$ cat src/rtl/rsa_pkg.sv
// Shared definitions for the modular exponentiation engine.
//   mod_exp_state_t : engine controller states
//   exp_latency(w)  : cycles from an accepted Start to Done for a valid job
package rsa_pkg;

  typedef enum logic [2:0] {
    StIdle,
    StLoad,
    StMstart,
    StMwait,
    StUpdate,
    StFinish
  } mod_exp_state_t;

  // One MSTART + (W+1) wait + one UPDATE per exponent bit, plus LOAD and FINISH.
  function automatic int unsigned exp_latency(input int unsigned w);
    return w * (w + 3) + 2;
  endfunction

endpackage

$ cat src/rtl/mod_exp_engine_if.sv
// Request/response bundle of the modular exponentiation engine.
//   Start, Base, Exp, Mod      : request, driven by the master
//   Busy, Done, Result, Error  : status/response, driven by the engine (slave)
interface mod_exp_engine_if #(
  parameter int unsigned W = 16
) ();

  logic         Start;
  logic [W-1:0] Base;
  logic [W-1:0] Exp;
  logic [W-1:0] Mod;
  logic         Busy;
  logic         Done;
  logic [W-1:0] Result;
  logic         Error;

  modport master (
    output Start, Base, Exp, Mod,
    input  Busy, Done, Result, Error
  );

  modport slave (
    input  Start, Base, Exp, Mod,
    output Busy, Done, Result, Error
  );

endinterface

$ cat src/rtl/mod_mult.sv
// Serial interleaved MSB-first modular multiplier: p = a * b mod m.
//   Clk, Reset : clock, synchronous active-high reset
//   start      : latches a, b, m and begins a W-cycle run
//   a, b, m    : operands, a and b must be < m
//   p          : product, valid while done is high and held afterwards
//   done       : single-cycle pulse W+1 cycles after start
module mod_mult #(
  parameter int unsigned W = 16
) (
  input  logic         Clk,
  input  logic         Reset,
  input  logic         start,
  input  logic [W-1:0] a,
  input  logic [W-1:0] b,
  input  logic [W-1:0] m,
  output logic [W-1:0] p,
  output logic         done
);

  localparam int unsigned CntW = $clog2(W);

  logic [W-1:0]    a_q, b_q, m_q, p_q, p_d;
  logic [CntW-1:0] idx_q;
  logic            run_q, done_q;
  logic [W+1:0]    acc;

  // 2P + b < 3m when P, b < m, so two conditional subtracts always reduce below m.
  always_comb begin
    acc = {1'b0, p_q, 1'b0} + (a_q[idx_q] ? {2'b00, b_q} : '0);
    if (acc >= {2'b00, m_q}) acc = acc - {2'b00, m_q};
    if (acc >= {2'b00, m_q}) acc = acc - {2'b00, m_q};
    p_d = W'(acc);
  end

  always_ff @(posedge Clk) begin
    if (Reset) begin
      a_q    <= '0;
      b_q    <= '0;
      m_q    <= '0;
      p_q    <= '0;
      idx_q  <= '0;
      run_q  <= 1'b0;
      done_q <= 1'b0;
    end else begin
      done_q <= 1'b0;
      if (start) begin
        a_q   <= a;
        b_q   <= b;
        m_q   <= m;
        p_q   <= '0;
        idx_q <= CntW'(W - 1);
        run_q <= 1'b1;
      end else if (run_q) begin
        p_q   <= p_d;
        idx_q <= idx_q - CntW'(1);
        if (idx_q == '0) begin
          run_q  <= 1'b0;
          done_q <= 1'b1;
        end
      end
    end
  end

  assign p    = p_q;
  assign done = done_q;

endmodule

$ cat src/rtl/mod_exp_engine.sv
// Modular exponentiation engine: Result = Base^Exp mod Mod.
// Right-to-left square-and-multiply; every one of the W exponent bits is processed,
// so latency is fixed and independent of operand values.
//   Clk, Reset : clock, synchronous active-high reset
//   bus        : request/response interface (slave side)
module mod_exp_engine
  import rsa_pkg::*;
#(
  parameter int unsigned W = 16
) (
  input  logic Clk,
  input  logic Reset,
  mod_exp_engine_if.slave bus
);

  localparam int unsigned   CntW    = $clog2(W);
  localparam logic [CntW-1:0] LastBit = CntW'(W - 1);

  mod_exp_state_t  state_q, state_d;
  logic [W-1:0]    b_q, b_d, e_q, e_d, m_q, m_d, r_q, r_d;
  logic [W-1:0]    result_q, result_d;
  logic [CntW-1:0] cnt_q, cnt_d;
  logic            error_q, error_d;

  logic            mstart;
  logic [W-1:0]    mul_p, sqr_p;
  logic            mul_done, sqr_done;

  assign mstart = (state_q == StMstart);

  mod_mult #(.W(W)) u_mul (
    .Clk   (Clk),
    .Reset (Reset),
    .start (mstart),
    .a     (r_q),
    .b     (b_q),
    .m     (m_q),
    .p     (mul_p),
    .done  (mul_done)
  );

  mod_mult #(.W(W)) u_sqr (
    .Clk   (Clk),
    .Reset (Reset),
    .start (mstart),
    .a     (b_q),
    .b     (b_q),
    .m     (m_q),
    .p     (sqr_p),
    .done  (sqr_done)
  );

  always_comb begin
    state_d  = state_q;
    b_d      = b_q;
    e_d      = e_q;
    m_d      = m_q;
    r_d      = r_q;
    cnt_d    = cnt_q;
    result_d = result_q;
    error_d  = error_q;
    unique case (state_q)
      StIdle: begin
        if (bus.Start) begin
          b_d     = bus.Base;
          e_d     = bus.Exp;
          m_d     = bus.Mod;
          error_d = 1'b0;
          state_d = StLoad;
        end
      end
      StLoad: begin
        if (m_q < W'(2) || b_q >= m_q) begin
          error_d  = 1'b1;
          result_d = '0;
          state_d  = StFinish;
        end else begin
          r_d     = W'(1);
          cnt_d   = '0;
          state_d = StMstart;
        end
      end
      StMstart: state_d = StMwait;
      StMwait: begin
        // Both multipliers start together and have identical latency.
        if (mul_done && sqr_done) state_d = StUpdate;
      end
      StUpdate: begin
        if (e_q[0]) r_d = mul_p;
        b_d   = sqr_p;
        e_d   = e_q >> 1;
        cnt_d = cnt_q + CntW'(1);
        if (cnt_q == LastBit) begin
          result_d = e_q[0] ? mul_p : r_q;
          state_d  = StFinish;
        end else begin
          state_d = StMstart;
        end
      end
      StFinish: state_d = StIdle;
      default:  state_d = StIdle;
    endcase
  end

  always_ff @(posedge Clk) begin
    if (Reset) begin
      state_q  <= StIdle;
      b_q      <= '0;
      e_q      <= '0;
      m_q      <= '0;
      r_q      <= '0;
      cnt_q    <= '0;
      result_q <= '0;
      error_q  <= 1'b0;
    end else begin
      state_q  <= state_d;
      b_q      <= b_d;
      e_q      <= e_d;
      m_q      <= m_d;
      r_q      <= r_d;
      cnt_q    <= cnt_d;
      result_q <= result_d;
      error_q  <= error_d;
    end
  end

  assign bus.Busy   = (state_q != StIdle);
  assign bus.Done   = (state_q == StFinish);
  assign bus.Result = result_q;
  assign bus.Error  = error_q;

endmodule
$ cat src/flat_wrapper.sv
// flat-port wrapper written by rule: the top's interface ports become plain ports
module mod_exp_engine_flat import rsa_pkg::*;
#(
  parameter int unsigned W = 16
)
  (Clk, Reset, bus_Start, bus_Base, bus_Exp, bus_Mod, bus_Busy, bus_Done, bus_Result, bus_Error);
  mod_exp_engine_if #(.W(W)) bus_i ();
  input  logic Clk;
  input  logic Reset;
  input wire logic [$bits(bus_i.Start)-1:0] bus_Start;
  input wire logic [$bits(bus_i.Base)-1:0] bus_Base;
  input wire logic [$bits(bus_i.Exp)-1:0] bus_Exp;
  input wire logic [$bits(bus_i.Mod)-1:0] bus_Mod;
  output wire logic [$bits(bus_i.Busy)-1:0] bus_Busy;
  output wire logic [$bits(bus_i.Done)-1:0] bus_Done;
  output wire logic [$bits(bus_i.Result)-1:0] bus_Result;
  output wire logic [$bits(bus_i.Error)-1:0] bus_Error;
  assign bus_i.Start = bus_Start;
  assign bus_i.Base = bus_Base;
  assign bus_i.Exp = bus_Exp;
  assign bus_i.Mod = bus_Mod;
  assign bus_Busy = bus_i.Busy;
  assign bus_Done = bus_i.Done;
  assign bus_Result = bus_i.Result;
  assign bus_Error = bus_i.Error;
  mod_exp_engine #(.W(W)) u_core (.Clk(Clk), .Reset(Reset), .bus(bus_i));
endmodule
$ cat config.mk
export PLATFORM = sky130hd
export DESIGN_NAME = mod_exp_engine_flat
export DESIGN_NICKNAME = d
export VERILOG_FILES = /design/src/rtl/rsa_pkg.sv /design/src/rtl/mod_exp_engine_if.sv /design/src/rtl/mod_mult.sv /design/src/rtl/mod_exp_engine.sv /design/src/flat_wrapper.sv
export SDC_FILE = /design/constraint.sdc
export NUM_CORES = 1
export LEC_CHECK = 0
export CORE_ASPECT_RATIO = 2
export CORE_MARGIN = 2
export CORE_UTILIZATION = 35
export CTS_CLUSTER_DIAMETER = 50
export DETAILED_ROUTE_END_ITERATION = 10
export HOLD_SLACK_MARGIN = 0.15
export MAX_ROUTING_LAYER = met4
export PLACE_DENSITY = 0.57
export SYNTH_ARGS = -nofsm -noshare
export SYNTH_HDL_FRONTEND = slang
export SYNTH_SLANG_ARGS = --single-unit
export TNS_END_PERCENT = 30
$ cat constraint.sdc
create_clock -name Clk -period 9.15 [get_ports Clk]
set_clock_uncertainty 0.05 [all_clocks]
set_input_delay 1.3725 -clock Clk [delete_from_list [all_inputs] [get_ports Clk]]
set_output_delay 1.3725 -clock Clk [all_outputs]
set_load 0.005 [all_outputs]
==> results of run 1 <==
==> repair_timing <==
action,in CTS,in global routing
resized for setup,0,9
setup endpoints to repair,0,32
buffers inserted,0,3
==> area by class of cell <==
class,instances,share of cell area
clock buffer,19,0.0294
timing repair buffer,97,0.0618
clock inverter,12,0.0123
multi-input combinational,1276,0.595
inverter,72,0.0183
tap,454,0.0386
sequential,180,0.245
==> worst max path at each step <==
stage,startpoint,endpoint,slack [ns]
finish,u_core.u_mul.idx_q[0],u_core.u_mul.p[4],0.55
global route,u_core.u_mul.idx_q[0],u_core.u_mul.p[8],0.08
CTS,u_core.u_sqr.idx_q[0],u_core.u_sqr.p[1],0.14
detailed placement,u_core.u_sqr.idx_q[0],u_core.u_sqr.p[10],0.16
global placement,u_core.u_sqr.idx_q[0],u_core.u_sqr.p[1],0.24
floorplan,u_core.u_mul.idx_q[0],u_core.u_mul.p[1],1.13
==> worst reg2reg max path, delay by kind of cell (launching register included) <==
family | cells | cell delay, ns
buffers and inverters | 2 | 0.26
flip-flops | 1 | 0.43
AO/OA/AOI/OAI | 16 | 3.40
multiplexers | 4 | 1.87
adder cells (fa/ha/maj) | 5 | 1.38
AND/OR/NAND/NOR | 5 | 0.89
XOR/XNOR | 1 | 0.20
==> sequential cells by signal, summed over array words and instances, names as in the netlist <==
signal,cells
u_core.u_mul.b_q,16
u_core.r_q,16
u_core.u_sqr.idx_q,4
u_core.u_sqr.done,1
u_core.u_mul.m_q,16
u_core.u_mul.idx_q,4
u_core.u_mul.a_q,16
u_core.b_q,16
u_core.u_sqr.p,16
u_core.bus.Error,1
u_core.u_mul.done,1
u_core.bus.Result,16
u_core.cnt_q,4
u_core.m_q,16
u_core.e_q,16
u_core.u_mul.p,16
u_core.u_sqr.run_q,1
u_core.state_q,3
u_core.u_mul.run_q,1
==> layer usage <==
layer | GRT usage | vias to the layer above
met2 | 0.377 | 226
met4 | 0.136 | 0
met5 | - | -
met1 | 0.214 | 5401
li1 | - | 5779
met3 | 0.0178 | 102
==> cell families after synthesis <==
| kind of cell | count (synthesis) |
|---|---|
| xor gates and xnor gates | 76 |
| AOI/OAI and AO/OA | 422 |
| and+or+nand+nor | 559 |
| DFF | 180 |
| adders and majority gates | 119 |
| buffers and inverters | 150 |
| muxes | 100 |
==> placed cells by master, fill, tap and decap left out, types with 16 or more instances in the layout <==
master	n
clkbuf_16	17
a22o_1	16
a21o_1	31
clkdlybuf4s50_1	68
and2_1	32
xnor2_1	53
nor2_1	109
mux2i_1	41
nand2b_1	23
mux2_2	48
o21ai_0	67
ha_1	113
a311oi_1	34
a211oi_1	16
nand2_1	260
inv_1	72
nor3_1	26
dfxtp_1	178
a21oi_1	157
nand3_1	23
o21a_1	18
buf_4	28
xor2_1	22
==> through the flow <==
step           area, um^2   util  instances  hold slack (ns)  setup WS (ns)
6_report            14700  0.403       2110            0.405          0.551
5_1_grt             14700  0.403       2110            0.425         0.0778
4_1_cts             14700  0.402       2107            0.409          0.143
3_5_place_dp        14100  0.385       2076            0.399          0.156
3_3_place_gp        14100  0.385       2076            0.396          0.241
2_1_floorplan       13000      -       1606            0.383           1.13
==> impl_metrics.yaml, run 1 <==
synthesis:
  synth_top_area_cell: "dfxtp_1"
  synth_area_per_cell_um2: 8.09
  synthXorXnorAreaFrac: 0.0518
  synth_cells: 1606
  synth-edff-count: 0
  synthAdderAreaFrac: 0.118
  yosysMostFrequentCell: "nand2_1"
  syn-cell-area_um2: 13000
  synth-compound-area-share: 0.212
  yosys_warnings: 0
  async_flop_share: 0
  synth_mux_area_frac: 0.0914
  ys_seq_area_frac: 0.277
  syn_nets: 1776
  synth_top_flop_cell: "dfxtp_1"
  synth_cell_type_count: 88
  synthSimpleGateAreaFrac: 0.198
  ys_seq_elements: 180
  synth_area_leaders: "dfxtp_1 28%, ha_1 11%, nand2_1 7.5%"
  synth_top_area_share: 0.277
  synth_top_family_by_area: "compound AO/OA/AOI/OAI gates"
  synthTopCellsByCount: "261 x nand2_1, 180 x dfxtp_1, 157 x a21oi_1"
setup_path:
  path_buf_inv: 2
  path_class: "reg2reg"
  critPathTopFamily: "compound AO/OA/AOI/OAI gates"
  cpPeakStageDelay_ns: 0.62
  slowest_stage: "mux4_2"
  cp.required_ns: 9.44
  r2r_end: "u_core.u_mul.p[4]"
  worstRegToRegCells: 33
  start_kind: "flop"
  arrival_ns: 8.89
  r2r-start: "u_core.u_mul.idx_q[0]"
  cp-end-kind: "flop"
  path_max_fanout: 16
  ff2ff_setup_slack_ns: 0.55
  cp.depth: 33
drt:
  remaining_drc_errors: 0
  first_iter_violations: 547
  met1_length_mm: 15.5
  routed.top_layer: "met4"
  dr_wl_met3_um: 751
  dr.pass1.iters: 5
  num_vias: 11500
  route.met2.wl_mm: 20.5
  ant_nets: 0
  wl_per_cell_um: 18.7
  wl_mm: 39.5
  drt-vias-per-instance: 5.45
timing:
  tightestPinTransition_ns: 1.16
  setup_tns_ns: 0
  period_share: 0.940
  report.final.slew_viol_count: 0
  setup_viol: 0
  timing_hold_violations_final: 0
  max_freq_ghz: 0.116
  period_minus_slack_ns: 8.60
  rsz0062_at_grt: "false"
  maxSlewHeadroom: 0.226
global_route:
  antenna_found_initial: 0
  grt_pass1_wl_mm: 62.5
  grt_max_degree: 91
  gr-total-overflow: 0
  grt_pass1_vias: 11700
  track_usage: 0.209
die:
  io_pins: 70
  die_h_um: 276
  die-area_um2: 38800
  start_util: 0.355
  core_um2: 36500
  die_w_um: 140
  row_count: 99
clock_network:
  h-tree-depth: 4
  cts_root_buffer: "clkbuf_16"
  clock-sinks: 180
  hold_buffers: 0
  cts_tree: "built"
  path_clk_slew_ns: 0.07
  clockBufferDepth: 2
  worstSkewPairLatency_ns: 0.45
  cts-buffers-inserted: 17
hold_path:
  holdPathStages: 2
  min-delay-start: "u_core.u_mul.m_q[2]"
  hp-class: "reg2reg"
  min_to: "u_core.u_mul.m_q[2]"
placed_design:
  gp_congestion: 0.918
  dp_hpwl_mm: 31.0
  portBuffers: 69
run_status:
  status: "finished clean"
run:
  maxCapViolCount: 0
final_layout:
  layout.nets: 1814
  seq_area_um2: 3610
  fill_cells: 3658
  drive_above_1_share: 0.0954
  multi_input_area_um2: 8760
  diodes: 0
  syn_to_final_growth_pct: 13.5
Power of run 1 is left out: the tool's default activity adds up to more than one toggle a clock period on the data nets, which glitch-free logic cannot reach.
==> run 2: changes to the inputs <==
--- a/config.mk
+++ b/config.mk
@@ -10,6 +10,7 @@
 export CORE_UTILIZATION = 35
 export CTS_CLUSTER_DIAMETER = 50
 export DETAILED_ROUTE_END_ITERATION = 10
+export GPL_ROUTABILITY_DRIVEN = 0
 export HOLD_SLACK_MARGIN = 0.15
 export MAX_ROUTING_LAYER = met4
 export PLACE_DENSITY = 0.57
==> run 2 against run 1 <==
Core utilization about the same; design area about the same; largest cell class unchanged; worst setup slack worse by 0.047 ns; via count up 0.67%.
==> impl_metrics.yaml, run 2 (synthesized netlist as in run 1, its figures left out) <==
final_layout:
  multi_input_area_um2: 8770
  layout.nets: 1818
  fin_util: 0.403
  syn_to_final_growth_pct: 13.4
  final_common_cell: "nand2_1"
  diodes: 0
  seq_area_um2: 3610
  fill_cells: 3652
  drive_above_1_share: 0.0987
  final_cell_mix: "260 x nand2_1, 178 x dfxtp_1, 157 x a21oi_1"
global_route:
  grt_pass1_vias: 11600
  gr-total-overflow: 0
  grt_max_degree: 93
  antenna_found_initial: 0
  track_usage: 0.206
  grt_pass1_wl_mm: 62.0
clock_network:
  cts-buffers-inserted: 17
  cts_tree: "built"
  worstSkewPairLatency_ns: 0.44
  h-tree-depth: 4
  clockBufferDepth: 2
  hold_buffers: 0
  cts_root_buffer: "clkbuf_16"
  clock-sinks: 180
  path_clk_slew_ns: 0.07
setup_path:
  critPathCapture: "u_core.u_sqr.p[11]"
  cpPeakStageDelay_ns: 0.62
  arrival_ns: 8.90
  worstRegToRegCells: 34
  ff2ff_setup_slack_ns: 0.50
  cp-end-kind: "flop"
  slowest_stage: "mux4_2"
  r2r-start: "u_core.u_sqr.idx_q[0]"
  critPathLaunch: "u_core.u_sqr.idx_q[0]"
  r2r_end: "u_core.u_sqr.p[11]"
  cp.required_ns: 9.40
  start_kind: "flop"
  path_class: "reg2reg"
  path_max_fanout: 16
timing:
  whs_ns: 0.409
  max_freq_ghz: 0.116
  setup_viol: 0
  rsz0062_at_grt: "false"
  report.final.slew_viol_count: 0
  period_share: 0.945
  timing_hold_violations_final: 0
  tightestPinTransition_ns: 1.23
  period_minus_slack_ns: 8.65
  maxSlewHeadroom: 0.180
  setup_tns_ns: 0
  worst_slack_ns: 0.504
drt:
  wl_per_cell_um: 18.6
  drt-vias-per-instance: 5.48
  dr.pass1.iters: 5
  num_vias: 11600
  wl_mm: 39.3
  ant_nets: 0
  remaining_drc_errors: 0
  first_iter_violations: 588
die:
  die_h_um: 276
  die-area_um2: 38800
  row_count: 99
  die_w_um: 140
  core_um2: 36500
  start_util: 0.355
  io_pins: 70
placed_design:
  dp_hpwl_mm: 30.7
  portBuffers: 69
  preCtsSetupSlack_ns: 0.0542
run:
  maxCapViolCount: 0
run_status:
  status: "finished clean"
hold_path:
  min-delay-start: "u_core.u_mul.m_q[4]"
  hp-class: "reg2reg"
-- run 2: what timing repair did --
| item | 4_1_cts | 5_1_grt |
|---|---|---|
| buffers inserted | 0 | 6 |
| resized for setup | 0 | 8 |
| setup endpoints to repair | 0 | 32 |
-- run 2: routing by layer --
| metal | global-route usage | vias up | routed length (um) |
|---|---|---|---|
| met5 | - | - | 0 |
| met4 | 0.113 | 0 | 2230 |
| met3 | 0.0159 | 73 | 680 |
| met2 | 0.386 | 199 | 21300 |
| met1 | 0.210 | 5524 | 15100 |
| li1 | - | 5789 | - |
-- run 2: worst min-delay path by stage --
stage                                      end  slack [ns]  cells past startpoint
after detailed placement  u_core.u_mul.a_q[10]        0.40                      2
after global routing       u_core.u_mul.m_q[2]        0.43                      2
after floorplan           u_core.u_mul.a_q[12]        0.38                      2
after CTS                 u_core.u_mul.a_q[10]        0.41                      2
after global placement     u_core.u_mul.m_q[7]        0.39                      2
final                      u_core.u_mul.m_q[4]        0.41                      2
-- run 2: worst max-delay path: cells and delay by family, from the launching register on --
| family | cells | cell delay, ns |
|---|---|---|
| simple gates | 7 | 1.30 |
| flops | 1 | 0.44 |
| buf+inv | 3 | 0.48 |
| fa+ha+maj | 5 | 1.39 |
| mux | 4 | 1.72 |
| compound gates | 15 | 3.12 |
-- run 2: final cells by class --
type                       count  share of cell area
timing repair buffer         101              0.0648
clock buffer                  17              0.0289
multi-input combinational   1276               0.595
inverter                      72              0.0184
tap                          454              0.0386
clock inverter                15             0.00909
sequential                   180               0.245
-- run 2: stage by stage --
| stage | area (um^2) | cells |
|---|---|---|
| CTS | 14600 | 2109 |
| floorplan | 13000 | 1606 |
| global placement | 14100 | 2077 |
| detailed placement | 14100 | 2077 |
| global route | 14700 | 2115 |
| finish | 14700 | 2115 |
Power of run 2 is left out for the same reason.
==> run 3: changes to the inputs <==
--- a/config.mk
+++ b/config.mk
@@ -5,6 +5,7 @@
 export SDC_FILE = /design/constraint.sdc
 export NUM_CORES = 1
 export LEC_CHECK = 0
+export ABC_AREA = 1
 export CORE_ASPECT_RATIO = 2
 export CORE_MARGIN = 2
 export CORE_UTILIZATION = 35
@@ -14,6 +15,7 @@
 export HOLD_SLACK_MARGIN = 0.15
 export MAX_ROUTING_LAYER = met4
 export PLACE_DENSITY = 0.57
+export SLEW_MARGIN = 20
 export SYNTH_ARGS = -nofsm -noshare
 export SYNTH_HDL_FRONTEND = slang
 export SYNTH_SLANG_ARGS = --single-unit
==> run 3 against run 2 <==
Clock-buffer cell count is 1 higher; highest routed layer unchanged; synthesized cell count increased by 23%; global-route usage increased by 1.2 points; critical path depth rose by 3; register-to-register slack gained 1.1 ns; first-iteration DRC count shrank 1.9%.
==> impl_metrics.yaml, run 3 <==
clock_network:
  cts_root_buffer: "clkbuf_16"
  ctsResizeCount: 0
  worstSkewPairLatency_ns: 0.44
  clockBufferDepth: 2
  cts_tree: "built"
  post-cts-setup-buffers: 0
  path_clk_slew_ns: 0.07
  cts-buffers-inserted: 17
  h-tree-depth: 4
  clock-sinks: 180
  hold_buffers: 0
run_status:
  status: "finished clean"
hold_path:
  hp-class: "reg2reg"
  holdPathStages: 2
setup_path:
  path_class: "reg2reg"
  arrival_ns: 7.85
  cpPeakStageDelay_ns: 0.56
  path_max_fanout: 33
  path_buf_inv: 2
  slowest_stage: "dfxtp_1"
  cpMostUsedCell: "nand2_1"
  start_kind: "flop"
  cp.depth: 37
  critPathTopFamily: "compound AO/OA/AOI/OAI gates"
  worstRegToRegCells: 37
  ff2ff_setup_slack_ns: 1.62
  cp.required_ns: 9.47
  cp-end-kind: "flop"
synthesis:
  syn_nets: 2146
  synth_top_area_share: 0.274
  synth_top_area_cell: "dfxtp_1"
  synth_area_leaders: "dfxtp_1 27%, nand2_1 12%, ha_1 11%"
  synthTopCellsByCount: "432 x nand2_1, 264 x a21oi_1, 241 x inv_1"
  yosys_warnings: 0
  synth-edff-count: 0
  synth_cell_type_count: 54
  ys_seq_area_frac: 0.274
  yosysMostFrequentCell: "nand2_1"
  synth_area_per_cell_um2: 6.64
  async_flop_share: 0
  syn-cell-area_um2: 13100
  synth_cells: 1976
  ys_seq_elements: 180
  synth_top_flop_cell: "dfxtp_1"
drt:
  remaining_drc_errors: 0
  ant_nets: 0
  wl_mm: 42.0
  num_vias: 12900
  dr.pass1.iters: 8
  wl_per_cell_um: 17.0
  drt-vias-per-instance: 5.21
  first_iter_violations: 577
timing:
  setup_tns_ns: 0
  rsz0062_at_grt: "false"
  maxSlewHeadroom: 0.447
  period_share: 0.823
  tightestPinTransition_ns: 0.828
  timing_hold_violations_final: 0
  setup_viol: 0
  max_freq_ghz: 0.133
  worst_slack_ns: 1.62
  period_minus_slack_ns: 7.53
  report.final.slew_viol_count: 0
final_layout:
  fin_util: 0.398
  final_common_cell: "nand2_1"
  layout.nets: 2167
  final_cell_mix: "431 x nand2_1, 263 x a21oi_1, 240 x inv_1"
  diodes: 0
  final_cells: 2469
  syn_to_final_growth_pct: 12.7
  drive_above_1_share: 0.0393
placed_design:
  post-place-cells: 2437
  preCtsSetupSlack_ns: 1.38
  portBuffers: 69
  dp_hpwl_mm: 33.5
global_route:
  grt_pass1_vias: 13000
  grt_pass1_wl_mm: 65.6
  gr-total-overflow: 0
  antenna_found_initial: 0
  track_usage: 0.218
  grt_max_degree: 94
die:
  io_pins: 70
  row_count: 100
  start_util: 0.353
  die_w_um: 141
  die_h_um: 278
  die-area_um2: 39200
  core_um2: 37200
run:
  maxCapViolCount: 0
run 3: cell count changes after synthesis, moves of 19 or more:
cell / change
nand2b_1: -23
o21ai_0: +107
a311oi_1: -34
inv_1: +169
and2_1: -33
mux2_2: -48
nand2_1: +171
a21oi_1: +107
nor2_1: +34
mux2i_1: -38
a211oi_1: +19
a21o_1: -21
nand3_1: +69
run 3: per-layer routing:
| layer | routed length, um | track usage | up-vias |
|---|---|---|---|
| met1 | 15500 | 0.207 | 5866 |
| met2 | 22200 | 0.409 | 280 |
| met5 | 0 | - | - |
| li1 | - | - | 6586 |
| met3 | 1110 | 0.0231 | 128 |
| met4 | 3170 | 0.146 | 0 |
run 3: logic make-up after synthesis:
logic type,Yosys count,synth area share
buf+inv,323,0.0961
compound gates,550,0.230
simple gates,721,0.227
flops,180,0.274
mux,3,0.00229
xor+xnor,80,0.0534
fa+ha+maj,119,0.117
run 3: metrics by stage:
step	hold WS [ns]	instance area [um^2]
finish	0.415	14800
global placement	0.396	14100
CTS	0.416	14800
floorplan	0.374	13100
global route	0.429	14800
detailed placement	0.402	14100
run 3: path summary, 6_finish.rpt:
check | from | end
worst min register to register | u_core.u_mul.a_q[0] | u_core.u_mul.a_q[0]
worst max-delay path | u_core.u_sqr.idx_q[0] | u_core.u_sqr.p[11]
worst min-delay path | u_core.u_mul.a_q[0] | u_core.u_mul.a_q[0]
worst max register to register | u_core.u_sqr.idx_q[0] | u_core.u_sqr.p[11]
run 3: layout make-up:
| class | instances | area (um^2) |
|---|---|---|
| tap | 459 | 574 |
| clock buffer | 18 | 429 |
| multi-input combinational | 1473 | 8300 |
| timing repair buffer | 78 | 753 |
| fill | 3943 | 22400 |
| sequential | 180 | 3600 |
| inverter | 247 | 932 |
| clock inverter | 14 | 201 |
run 3: tightest hold or removal path, stage by stage (launching register included):
cell	delay (ns)
dfxtp_1	0.30
inv_1	0.06
a21oi_1	0.05
Power of run 3 is left out for the same reason.
